**src/rtl/kbd_event_fifo.sv**
```systemverilog
// ============================================================================
// Module  : kbd_event_fifo
// Brief   : PS/2 set-2 scan-code decoder feeding a show-ahead key event FIFO
// Revision: 1.0 - initial release
// ============================================================================
`default_nettype none

module kbd_event_fifo #(
  parameter int DEPTH = 16,
  parameter int AW    = 4
) (
  input  logic          clk,
  input  logic          reset,
  input  logic          byte_valid,
  input  logic [7:0]    byte_data,
  input  logic          rd_en,
  input  logic          clr_ovf,
  output logic [9:0]    rd_data,
  output logic          empty,
  output logic [AW:0]   count,
  output logic          ovf,
  output logic          key_down
);

  localparam logic [AW:0] c_full_cnt  = (AW+1)'(DEPTH);
  localparam logic [7:0]  c_pfx_ext   = 8'hE0;
  localparam logic [7:0]  c_pfx_brk   = 8'hF0;
  localparam logic [7:0]  c_pfx_pause = 8'hE1;
  localparam logic [9:0]  c_ev_pause  = 10'h177;

  typedef enum logic [2:0] {
    S_IDLE    = 3'd0,
    S_EXT     = 3'd1,
    S_BRK     = 3'd2,
    S_EXT_BRK = 3'd3,
    S_SKIP    = 3'd4
  } state_t;

  state_t         r_state, w_state_nxt;
  logic [2:0]     r_skip, w_skip_nxt;
  logic           w_push;
  logic [9:0]     w_ev;

  logic [9:0]     r_mem [DEPTH];
  logic [AW-1:0]  r_wr_ptr, r_rd_ptr;
  logic [AW:0]    r_count;
  logic           r_ovf, r_key_down;
  logic           w_full, w_empty, w_pop, w_wr, w_ovf_set;

  logic           w_fake_shift, w_noise;
  assign w_fake_shift = (byte_data == 8'h12) || (byte_data == 8'h59);
  assign w_noise      = (byte_data == 8'h00) || (byte_data == 8'hAA) || (byte_data == 8'hFA) ||
                        (byte_data == 8'hFE) || (byte_data == 8'hFF);

  always_comb begin
    w_state_nxt = r_state;
    w_skip_nxt  = r_skip;
    w_push      = 1'b0;
    w_ev        = '0;
    if (byte_valid) begin
      case (r_state)
        S_IDLE: begin
          if (byte_data == c_pfx_ext) w_state_nxt = S_EXT;
          else if (byte_data == c_pfx_brk) w_state_nxt = S_BRK;
          else if (byte_data == c_pfx_pause) begin
            w_state_nxt = S_SKIP;
            w_skip_nxt  = 3'd7;
          end else if (!w_noise) begin
            w_push = 1'b1;
            w_ev   = {2'b00, byte_data};
          end
        end
        S_EXT: begin
          if (byte_data == c_pfx_brk) w_state_nxt = S_EXT_BRK;
          else if (byte_data == c_pfx_ext) w_state_nxt = S_EXT;
          else begin
            w_state_nxt = S_IDLE;
            w_push      = !w_fake_shift;
            w_ev        = {2'b01, byte_data};
          end
        end
        S_BRK: begin
          w_state_nxt = S_IDLE;
          w_push      = 1'b1;
          w_ev        = {2'b10, byte_data};
        end
        S_EXT_BRK: begin
          w_state_nxt = S_IDLE;
          w_push      = !w_fake_shift;
          w_ev        = {2'b11, byte_data};
        end
        S_SKIP: begin
          // The Pause sequence carries no break code; emit one make on its last byte
          w_skip_nxt = r_skip - 1'b1;
          if (r_skip == 3'd1) begin
            w_state_nxt = S_IDLE;
            w_push      = 1'b1;
            w_ev        = c_ev_pause;
          end
        end
        default: w_state_nxt = S_IDLE;
      endcase
    end
  end

  always_ff @(posedge clk) begin
    if (!reset) begin
      r_state <= S_IDLE;
      r_skip  <= 3'd0;
    end else begin
      r_state <= w_state_nxt;
      r_skip  <= w_skip_nxt;
    end
  end

  assign w_empty   = (r_count == '0);
  assign w_full    = (r_count == c_full_cnt);
  assign w_pop     = rd_en && !w_empty;
  // A pop frees the slot the full-FIFO push needs, so both proceed
  assign w_wr      = w_push && (!w_full || w_pop);
  assign w_ovf_set = w_push && w_full && !w_pop;

  always_ff @(posedge clk) begin
    if (w_wr) r_mem[r_wr_ptr] <= w_ev;
  end

  always_ff @(posedge clk) begin
    if (!reset) begin
      r_wr_ptr   <= '0;
      r_rd_ptr   <= '0;
      r_count    <= '0;
      r_ovf      <= 1'b0;
      r_key_down <= 1'b0;
    end else begin
      if (w_wr)  r_wr_ptr <= r_wr_ptr + 1'b1;
      if (w_pop) r_rd_ptr <= r_rd_ptr + 1'b1;
      case ({w_wr, w_pop})
        2'b10:   r_count <= r_count + 1'b1;
        2'b01:   r_count <= r_count - 1'b1;
        default: r_count <= r_count;
      endcase
      if (w_ovf_set) r_ovf <= 1'b1;
      else if (clr_ovf) r_ovf <= 1'b0;
      if (w_push) r_key_down <= !w_ev[9];
    end
  end

  assign rd_data  = w_empty ? 10'd0 : r_mem[r_rd_ptr];
  assign empty    = w_empty;
  assign count    = r_count;
  assign ovf      = r_ovf;
  assign key_down = r_key_down;

endmodule

`default_nettype wire

```
**config.mk**
```make
export PLATFORM = sky130hd
export DESIGN_NAME = kbd_event_fifo
export DESIGN_NICKNAME = d
export VERILOG_FILES = /design/src/rtl/kbd_event_fifo.sv
export SDC_FILE = /design/constraint.sdc
export NUM_CORES = 1
export LEC_CHECK = 0
export CORE_UTILIZATION = 35
export CTS_CLUSTER_SIZE = 14
export DETAILED_ROUTE_END_ITERATION = 8
export PLACE_DENSITY_LB_ADDON = 0.05
export SLEW_MARGIN = 20
export SYNTH_ARGS = -nofsm -noshare
export SYNTH_HDL_FRONTEND = slang
export SYNTH_SLANG_ARGS = --single-unit
```
**constraint.sdc**
```tcl
create_clock -name clk -period 5.34 [get_ports clk]
set_input_delay 1.068 -clock clk [delete_from_list [all_inputs] [get_ports clk]]
set_output_delay 1.068 -clock clk [all_outputs]
set_load 0.01 [all_outputs]
```
* After elaboration in Yosys (flattened, before gate mapping)
Memories as Yosys holds them, arrays and structs flattened. A register that Yosys moved wholly into a read port is not among the register bits.
Index checks and enable logic that the tools add are counted.
** Operators by class
- $add $sub $neg :: 5
- Equality and inequality tests :: 22
- Multiplexer cells :: 37
- Reductions and logical operators :: 23
** Operators by type and width (count)
- equality test 8 bit (second input constant) :: 7
- one-hot mux 10 bit (5 select lines) :: 1
- two-way mux 8 bit :: 4
- two-way mux 9 bit :: 3
- two-way mux 3 bit :: 7
- two-way mux 10 bit :: 2
- two-way mux 1 bit :: 13
- one-hot mux 5 bit (2 select lines) :: 1
- one-hot mux 3 bit (3 select lines) :: 1
- adder 4 x 1 -> 4 bit (second input constant) :: 2
- equality test 8 x 5 -> 1 bit (second input constant) :: 1
- equality test 8 x 7 -> 1 bit (second input constant) :: 1
- zero test 8 bit :: 1
- two-way mux 4 bit :: 2
- != test 2 bit (second input constant) :: 4
- equality test 3 x 1 -> 1 bit (second input constant) :: 2
- equality test 3 x 2 -> 1 bit (second input constant) :: 2
- logical OR 1 bit :: 6
- one-hot mux 3 bit (2 select lines) :: 1
- nonzero test 2 bit :: 3
- adder 5 x 1 -> 5 bit (second input constant) :: 1
- equality test 5 bit (second input constant) :: 1
- zero test 1 bit :: 5
- zero test 5 bit :: 1
- 12 further kinds :: 15
** Word-level totals
- Flip-flop bits (word level) :: 21
- Memory bits (writable) :: 160
- Input bits :: 13
- Output and inout bits :: 18
- Logic and storage cells :: 95
- Memories :: 1
** Memories
- r_mem :: words 16, width 10, read ports 1, clocked after Yosys merged registers in 1, write ports 1, line 44 : logic [9:0] r_mem [DEPTH];

* Logic depth before layout (Yosys ltp)
Gate-level depths: netlist of the first run.
- Word-level depth :: 14
- Mapped depth :: 15
- Depth with buffers taken out :: 15

* Worst setup path before layout of the first run
No wires, ideal clock.
- Path type :: input-to-reg
- Start :: input port byte_data[5]
- End :: memory r_mem[3][0] (enable)
- Library setup time :: 0.390 ns
- Arrival :: 3.090 ns
- Required time :: 4.950 ns
- Setup slack :: 1.860 ns
- Stages :: 7
- Buffers on the path :: 1
- Cell sequence :: and3_4 -> buf_6 -> a311o_1 -> o22a_1 -> a21oi_4 -> nand3_1 -> nor3_1
** On the way
- Cells in the longest elaborated chain, start to end :: 14
- Elaborated cells on any way between the ends :: 27
- Classes of those cells :: eq/ne: 9; mux: 10; reduce/logical: 8
** Ends and longest elaborated chain
- start: declaration :: line 15 : input logic [7:0] byte_data,
- equality test 8 bit / zero test 8 bit (equally long branches) :: line 52 : assign w_noise = (byte_data == 8'h00) || (byte_data == 8'hAA) || (byte_data == 8'hFA) ||
- logical OR 1 bit (3 in series) :: line 52
- logical OR 1 bit :: line 53 : (byte_data == 8'hFE) || (byte_data == 8'hFF);
- two-way mux 1 bit :: line 68 : end else if (!w_noise) begin
- two-way mux 1 bit :: line 65 : else if (byte_data == c_pfx_pause) begin
- two-way mux 1 bit :: line 64 : else if (byte_data == c_pfx_brk) w_state_nxt = S_BRK;
- two-way mux 1 bit :: line 63 : if (byte_data == c_pfx_ext) w_state_nxt = S_EXT;
- one-hot mux 1 bit (5 select lines) * :: line 61 : case (r_state)
- two-way mux 1 bit * :: line 60 : if (byte_valid) begin
- logical AND 1 bit * :: line 120 : assign w_wr = w_push && (!w_full || w_pop);
- two-way mux 1 bit * :: line 124 : if (w_wr) r_mem[r_wr_ptr] <= w_ev;
- two-way mux 1 bit (not written as such) * :: line 124
- end: declaration :: line 44
Mark *: on every way between the ends. The rest lies on a longest branch, timed or not.

==> results of run 1 <==
==> routing by layer <==
layer  vias to the layer above  wire [µm]  part of all wire (%)  global-route usage [%]
li1                       1828          -                     -                       -
met1                      2054       7620                    45                    21.1
met2                        62       8590                    51                    28.1
met3                        15        589                   3.5                    3.61
met4                         0        203                   1.2                    5.30
met5                         -          0                     0                       0
==> sequential cells by signal, indices dropped and copies added, names as in the netlist, named ones only <==
register,flops
r_mem,160
count,5
r_rd_ptr,4
r_wr_ptr,4
r_skip,3
r_state,3
key_down,1
ovf,1
==> synthesized netlist by cell type, types with 5 or more instances <==
master    number
xor2_1         6
a21oi_1       18
and3_1        17
and2_1         5
ha_1          10
o21ai_0        8
nor2b_1       21
mux4_2        50
inv_1         12
nand2_1       20
nand3_1        5
edfxtp_1     160
dfxtp_1       25
nor2_1        17
clkbuf_1      12
buf_2          5
==> critical path, cell delays in order, from the launching register on <==
cell and delay (ps):
dfxtp_2 550, buf_4 370, mux4_2 380, mux4_2 520, nor2b_1 160, clkdlybuf4s50_1 520
==> power groups by stage <==
stage	sequential (mW)	combinational (mW)	clock (mW)
floorplan	1.70	0.631	0
global route	1.69	1.07	1.29
global placement	1.71	1.00	0
finish	1.68	0.985	1.20
detailed placement	1.71	1.01	0
CTS	1.68	1.02	1.24
==> how the worst max path moves through the flow <==
stage / from / endpoint / slack, ps / cells past startpoint
after global placement: byte_data[0] / r_mem[2][2] / 1050 / 7
after CTS: flop / rd_data[8] / 1260 / 5
after global routing: flop / rd_data[1] / 1180 / 5
after floorplan: byte_data[5] / r_mem[3][0] / 1860 / 7
after detailed placement: byte_data[4] / count[4] / 1000 / 13
final: flop / rd_data[8] / 1330 / 5
==> area by class of cell <==
cell class | instances | area [µm²]
fillers | 1931 | 12300
flip-flops and latches | 185 | 5310
multi-input cells | 223 | 2270
clock buffers | 19 | 464
repair buffers | 42 | 403
well taps | 275 | 344
clock inverters | 13 | 104
inverters | 13 | 48.8
==> cell families after synthesis <==
group / Yosys count / share of synthesized area [%]
XOR/XNOR: 10 / 1.14
buffers and inverters: 33 / 1.83
AND/OR/NAND/NOR: 108 / 7.76
multiplexers: 54 / 15.2
AO/OA/AOI/OAI: 40 / 3.30
flip-flops: 185 / 68.8
adder cells (fa/ha/maj): 11 / 1.88
==> through the flow <==
step / setup slack (ps) / power [mW] / hold WS (ps) / cell area [µm²]
after floorplan: 1860 / 2.33 / 441 / 7710
after global placement: 1050 / 2.71 / 454 / 8370
after detailed placement: 995 / 2.73 / 472 / 8370
after CTS: 1260 / 3.94 / 489 / 8940
after global routing: 1180 / 4.05 / 530 / 8940
final: 1330 / 3.87 / 481 / 8940
==> flow_metrics.py, run 1 <==
metrics = {
    "run_status": {
        "outcome": "completed",
    },
    "layout": {
        "diodes": 0,
        "drive_gt1_share_pct": 21.8,
        "area_growth_pct": 16.0,
        "final_util_pct": 42.0,
        "layout.nets": 506,
        "final_cells": 770,
        "layout_commonest_cell": "edfxtp_1",
        "final_cell_mix": "160 x edfxtp_1, 50 x mux4_2, 30 x clkdlybuf4s50_1",
    },
    "critical_path": {
        "crit_path_max_fanout": 18,
        "timing.rr.start": "count[0]",
        "reg2regPathDepth": 11,
        "worstReg2RegEnd": "count[4]",
        "end_kind": "primary output",
        "r2r_slack_ps": 2060,
        "startpoint_type": "flop",
        "critical_path_arrival_ps": 2940,
        "criticalPathCategory": "reg -> out",
        "crit_required_ps": 4270,
    },
    "synth": {
        "synth_fp_nets": 465,
        "syn_area_um2": 7710,
        "avgSynthCellArea_um2": 17.5,
        "yosysTopAreaCellShare_pct": 62.3,
        "ys_seq_area_share_pct": 68.8,
        "synthTopCellsByArea": "edfxtp_1 62%, mux4_2 15%, dfxtp_1 6.5%",
        "yosysWarnings": 0,
        "synth_edf_count": 160,
        "syn-instance-count": 441,
        "async_flop_share_pct": 0,
        "ys_types": 50,
        "ys_ff_latch": 185,
        "synthFlopType": "edfxtp_1",
        "yosysTopAreaCell": "edfxtp_1",
    },
    "place": {
        "place.gp.congestion": 0.757,
        "io_buffers": 30,
        "dp_cells": 738,
        "hpwl_um": 11400,
    },
    "routing": {
        "dr.pass1.iters": 4,
        "vias_per_cell": 5.14,
        "routed_wl_um": 17000,
        "dr_total_vias": 3959,
        "remaining_drc_errors": 0,
        "wl_per_cell_um": 22.1,
        "ant_nets": 0,
        "drt-initial-drc-count": 197,
    },
    "clock_tree": {
        "htree_num_levels": 4,
        "cts_tree": "done",
        "clk_latency_ps": 430,
        "cts_buffers": 17,
        "hold_buffers": 0,
        "cts_setup_buffers": 0,
        "clockBufferDepth": 2,
        "cts.clk_slew.worst_paths_ps": 70,
        "cts.sinks": 185,
        "root_buffer": "clkbuf_16",
        "cts_resized": 0,
    },
    "floorplanning": {
        "io_pins": 31,
        "start_util_pct": 36.2,
        "core_um2": 21300,
        "die_w_um": 150,
        "die_h_um": 150,
        "row_count": 53,
        "die_area_um2": 22600,
    },
    "grt": {
        "grt_usage_pct": 16.6,
        "grt_pass1_wl_um": 26200,
        "grt_start_max_net_pins": 41,
        "grt_pass1_vias": 4277,
        "grt-ovfl-total": 0,
        "antenna_found_initial": 0,
    },
    "hold_path": {
        "hold-path-endpoint": "r_skip[1]",
        "min-delay-start": "r_skip[1]",
        "hold_depth": 1,
        "hp-class": "reg -> reg",
    },
    "pwr": {
        "swShare_pct": 28.1,
        "p_clk_share_pct": 31.1,
        "seqPwrFrac_pct": 43.4,
        "p_leak_nw": 2.88,
        "combPwrFrac_pct": 25.5,
        "switching_power_mw": 1.09,
        "powerDensity_nw_per_um2": 433,
        "internal_power_mw": 2.78,
        "vdd_ir_drop_max_mv": 0.229,
    },
    "timing": {
        "hold_violations": 0,
        "max_freq_mhz": 249,
        "rsz0062_at_grt": "false",
        "fin_setup_tns_ps": 0,
        "slew-limit-headroom_pct": 38.2,
        "worstMarginPinSlew_ps": 926,
        "finalClockSkew_ps": 12.5,
        "min_period_over_period_pct": 75.1,
        "setup_violations": 0,
        "period_needed_ps": 4010,
        "drv_slew": 0,
    },
    "job": {
        "max_cap_violations": 0,
    },
}
Power figures use the tool's default switching activity.
==> run 2, diff against run 1 <==
==> constraint.sdc (replaced) <==
create_clock -name clk -period 4 [get_ports clk]
set_input_delay 0.8 -clock clk [delete_from_list [all_inputs] [get_ports clk]]
set_output_delay 0.8 -clock clk [all_outputs]
set_load 0.01 [all_outputs]
==> run 2 against run 1 <==
Wire length grew 2.7%. Critical path type unchanged. Cell area is 2.2% higher. Worst setup slack lost 980 ps. Count of clock-buffer cells in the layout is 1 higher. Combinational power increased by 34%. Sequential power is 33% higher. Critical path depth stayed put.
==> flow_metrics.py, run 2 (same netlist as run 1, synthesis figures left out) <==
metrics = {
    "pwr": {
        "vdd_ir_drop_max_mv": 0.310,
        "internal_power_mw": 3.73,
        "p_leak_nw": 2.96,
        "powerDensity_nw_per_um2": 562,
        "combPwrFrac_pct": 25.7,
        "swShare_pct": 27.3,
        "p_clk_share_pct": 30.6,
        "switching_power_mw": 1.40,
        "seqPwrFrac_pct": 43.7,
    },
    "layout": {
        "multi_input_area_um2": 2280,
        "diodes": 0,
        "area_growth_pct": 18.6,
        "regArea_um2": 5310,
        "top_register": "r_mem",
        "largest_reg_flops": 160,
        "final_cell_mix": "160 x edfxtp_1, 50 x mux4_2, 30 x clkdlybuf4s50_1",
        "drive_gt1_share_pct": 24.4,
        "layout.nets": 519,
        "layout_commonest_cell": "edfxtp_1",
        "fill_cells": 1893,
    },
    "critical_path": {
        "crit_required_ps": 3200,
        "end_kind": "primary output",
        "crit_path_max_fanout": 40,
        "critical_path_arrival_ps": 2850,
        "slowest_delay_ps": 550,
        "startpoint_type": "flop",
        "criticalPathCategory": "reg -> out",
        "crit_path_cell_trace": "buf_12 -> mux4_2 -> mux4_2 -> nor2b_1 -> clkdlybuf4s50_1",
        "cp_slowest_cell": "mux4_2",
        "cpMostUsedCell": "mux4_2",
        "path_delay_family": "multiplexers",
        "crit_buf_inv": 2,
    },
    "clock_tree": {
        "hold_buffers": 0,
        "cts_resized": 0,
        "cts_setup_buffers": 0,
        "cts.sinks": 185,
        "cts_buffers": 17,
        "clockBufferDepth": 2,
        "cts.clk_slew.worst_paths_ps": 70,
        "root_buffer": "clkbuf_16",
        "clk_latency_ps": 420,
        "htree_num_levels": 4,
        "cts_tree": "done",
    },
    "timing": {
        "fin_setup_tns_ps": 0,
        "worstMarginPinSlew_ps": 802,
        "setup_violations": 0,
        "drv_slew": 0,
        "finalClockSkew_ps": 10.4,
        "min_period_over_period_pct": 91.3,
        "whs_ps": 478,
        "max_freq_mhz": 274,
        "period_needed_ps": 3650,
        "rsz0062_at_grt": "false",
        "hold_violations": 0,
        "slew-limit-headroom_pct": 46.5,
    },
    "grt": {
        "grt-ovfl-total": 0,
        "grt_pass1_vias": 4305,
        "grt_start_max_net_pins": 41,
        "grt_usage_pct": 16.7,
        "antenna_found_initial": 0,
        "grt_pass1_wl_um": 26300,
    },
    "place": {
        "hpwl_um": 10800,
        "place.gp.congestion": 0.794,
        "io_buffers": 30,
    },
    "routing": {
        "vias_per_cell": 5.22,
        "routed_wl_um": 17500,
        "dr_total_vias": 4090,
        "dr.pass1.iters": 4,
        "ant_nets": 0,
        "remaining_drc_errors": 0,
        "drt-initial-drc-count": 175,
        "wl_per_cell_um": 22.3,
    },
    "floorplanning": {
        "row_count": 53,
        "io_pins": 31,
        "start_util_pct": 36.2,
        "die_area_um2": 22600,
        "die_w_um": 150,
        "core_um2": 21300,
        "die_h_um": 150,
    },
    "hold_path": {
        "hp-class": "reg -> reg",
    },
    "job": {
        "max_cap_violations": 0,
    },
    "run_status": {
        "outcome": "completed",
    },
}
## run 2: cell count changes in the layout (fill, tap and decap cells not counted)
cell and change:
clkbuf_16 -1, a21oi_2 +4, nor2_2 -1, inv_6 -5, nor2_1 +1, clkinvlp_4 +1, clkbuf_8 +2, clkinv_4 +1
a21oi_1 -4, inv_4 +2, buf_4 +5, buf_12 +8
## run 2: worst paths after layout
path	end	from	slack, ps	depth (start not counted)
setup / recovery	rd_data[3]	flop	350	5
hold / removal	r_skip[1]	r_skip[1]	480	1
setup reg to reg	count[4]	r_state[2]	1050	12
hold reg to reg	r_skip[1]	r_skip[1]	480	1
## run 2: worst register-to-register path: stages, from the launching register on
cell and delay [ps]:
dfxtp_1 440, or3_1 440, a31oi_1 240, nand4_1 240
a21oi_4 210, nand2b_1 200, inv_1 100, ha_1 320
nor2b_1 140, o21ai_0 140, nand2b_1 90, o21ai_1 160
mux2i_1 180
## run 2: per-stage QoR
step	std cells	setup slack (ps)	util [%]	power (mW)	area, µm²
floorplan	441	788	-	3.11	7710
global placement	751	233	40.2	3.64	8570
detailed placement	751	189	40.3	3.64	8570
CTS	783	273	42.9	5.22	9130
global route	783	230	42.9	5.37	9140
finish	783	347	42.9	5.14	9140
## run 2: area by class of cell
cell class / instances / share of cell area, %
sequential: 185 / 58.1
multi-input combinational: 223 / 25.0
inverter: 13 / 0.534
clock buffer: 20 / 5.11
tap: 275 / 3.76
clock inverter: 12 / 0.972
timing repair buffer: 55 / 6.57
## run 2: metal layers
| metal | share of wire, % | routed length [µm] | vias up | GRT usage [%] |
|---|---|---|---|---|
| li1 | - | - | 1858 | - |
| met1 | 46 | 8100 | 2146 | 22.4 |
| met2 | 49 | 8500 | 69 | 27.7 |
| met3 | 3.1 | 538 | 17 | 2.94 |
| met4 | 1.9 | 326 | 0 | 5.20 |
| met5 | 0 | 0 | - | 0 |
## run 2: power by group through the flow
| stage | Combinational (mW) | Sequential [mW] | Clock (mW) |
|---|---|---|---|
| after global placement | 1.36 | 2.28 | 0 |
| final | 1.32 | 2.24 | 1.57 |
| after detailed placement | 1.36 | 2.29 | 0 |
| after CTS | 1.36 | 2.25 | 1.62 |
| after floorplan | 0.842 | 2.26 | 0 |
| after global routing | 1.44 | 2.26 | 1.68 |
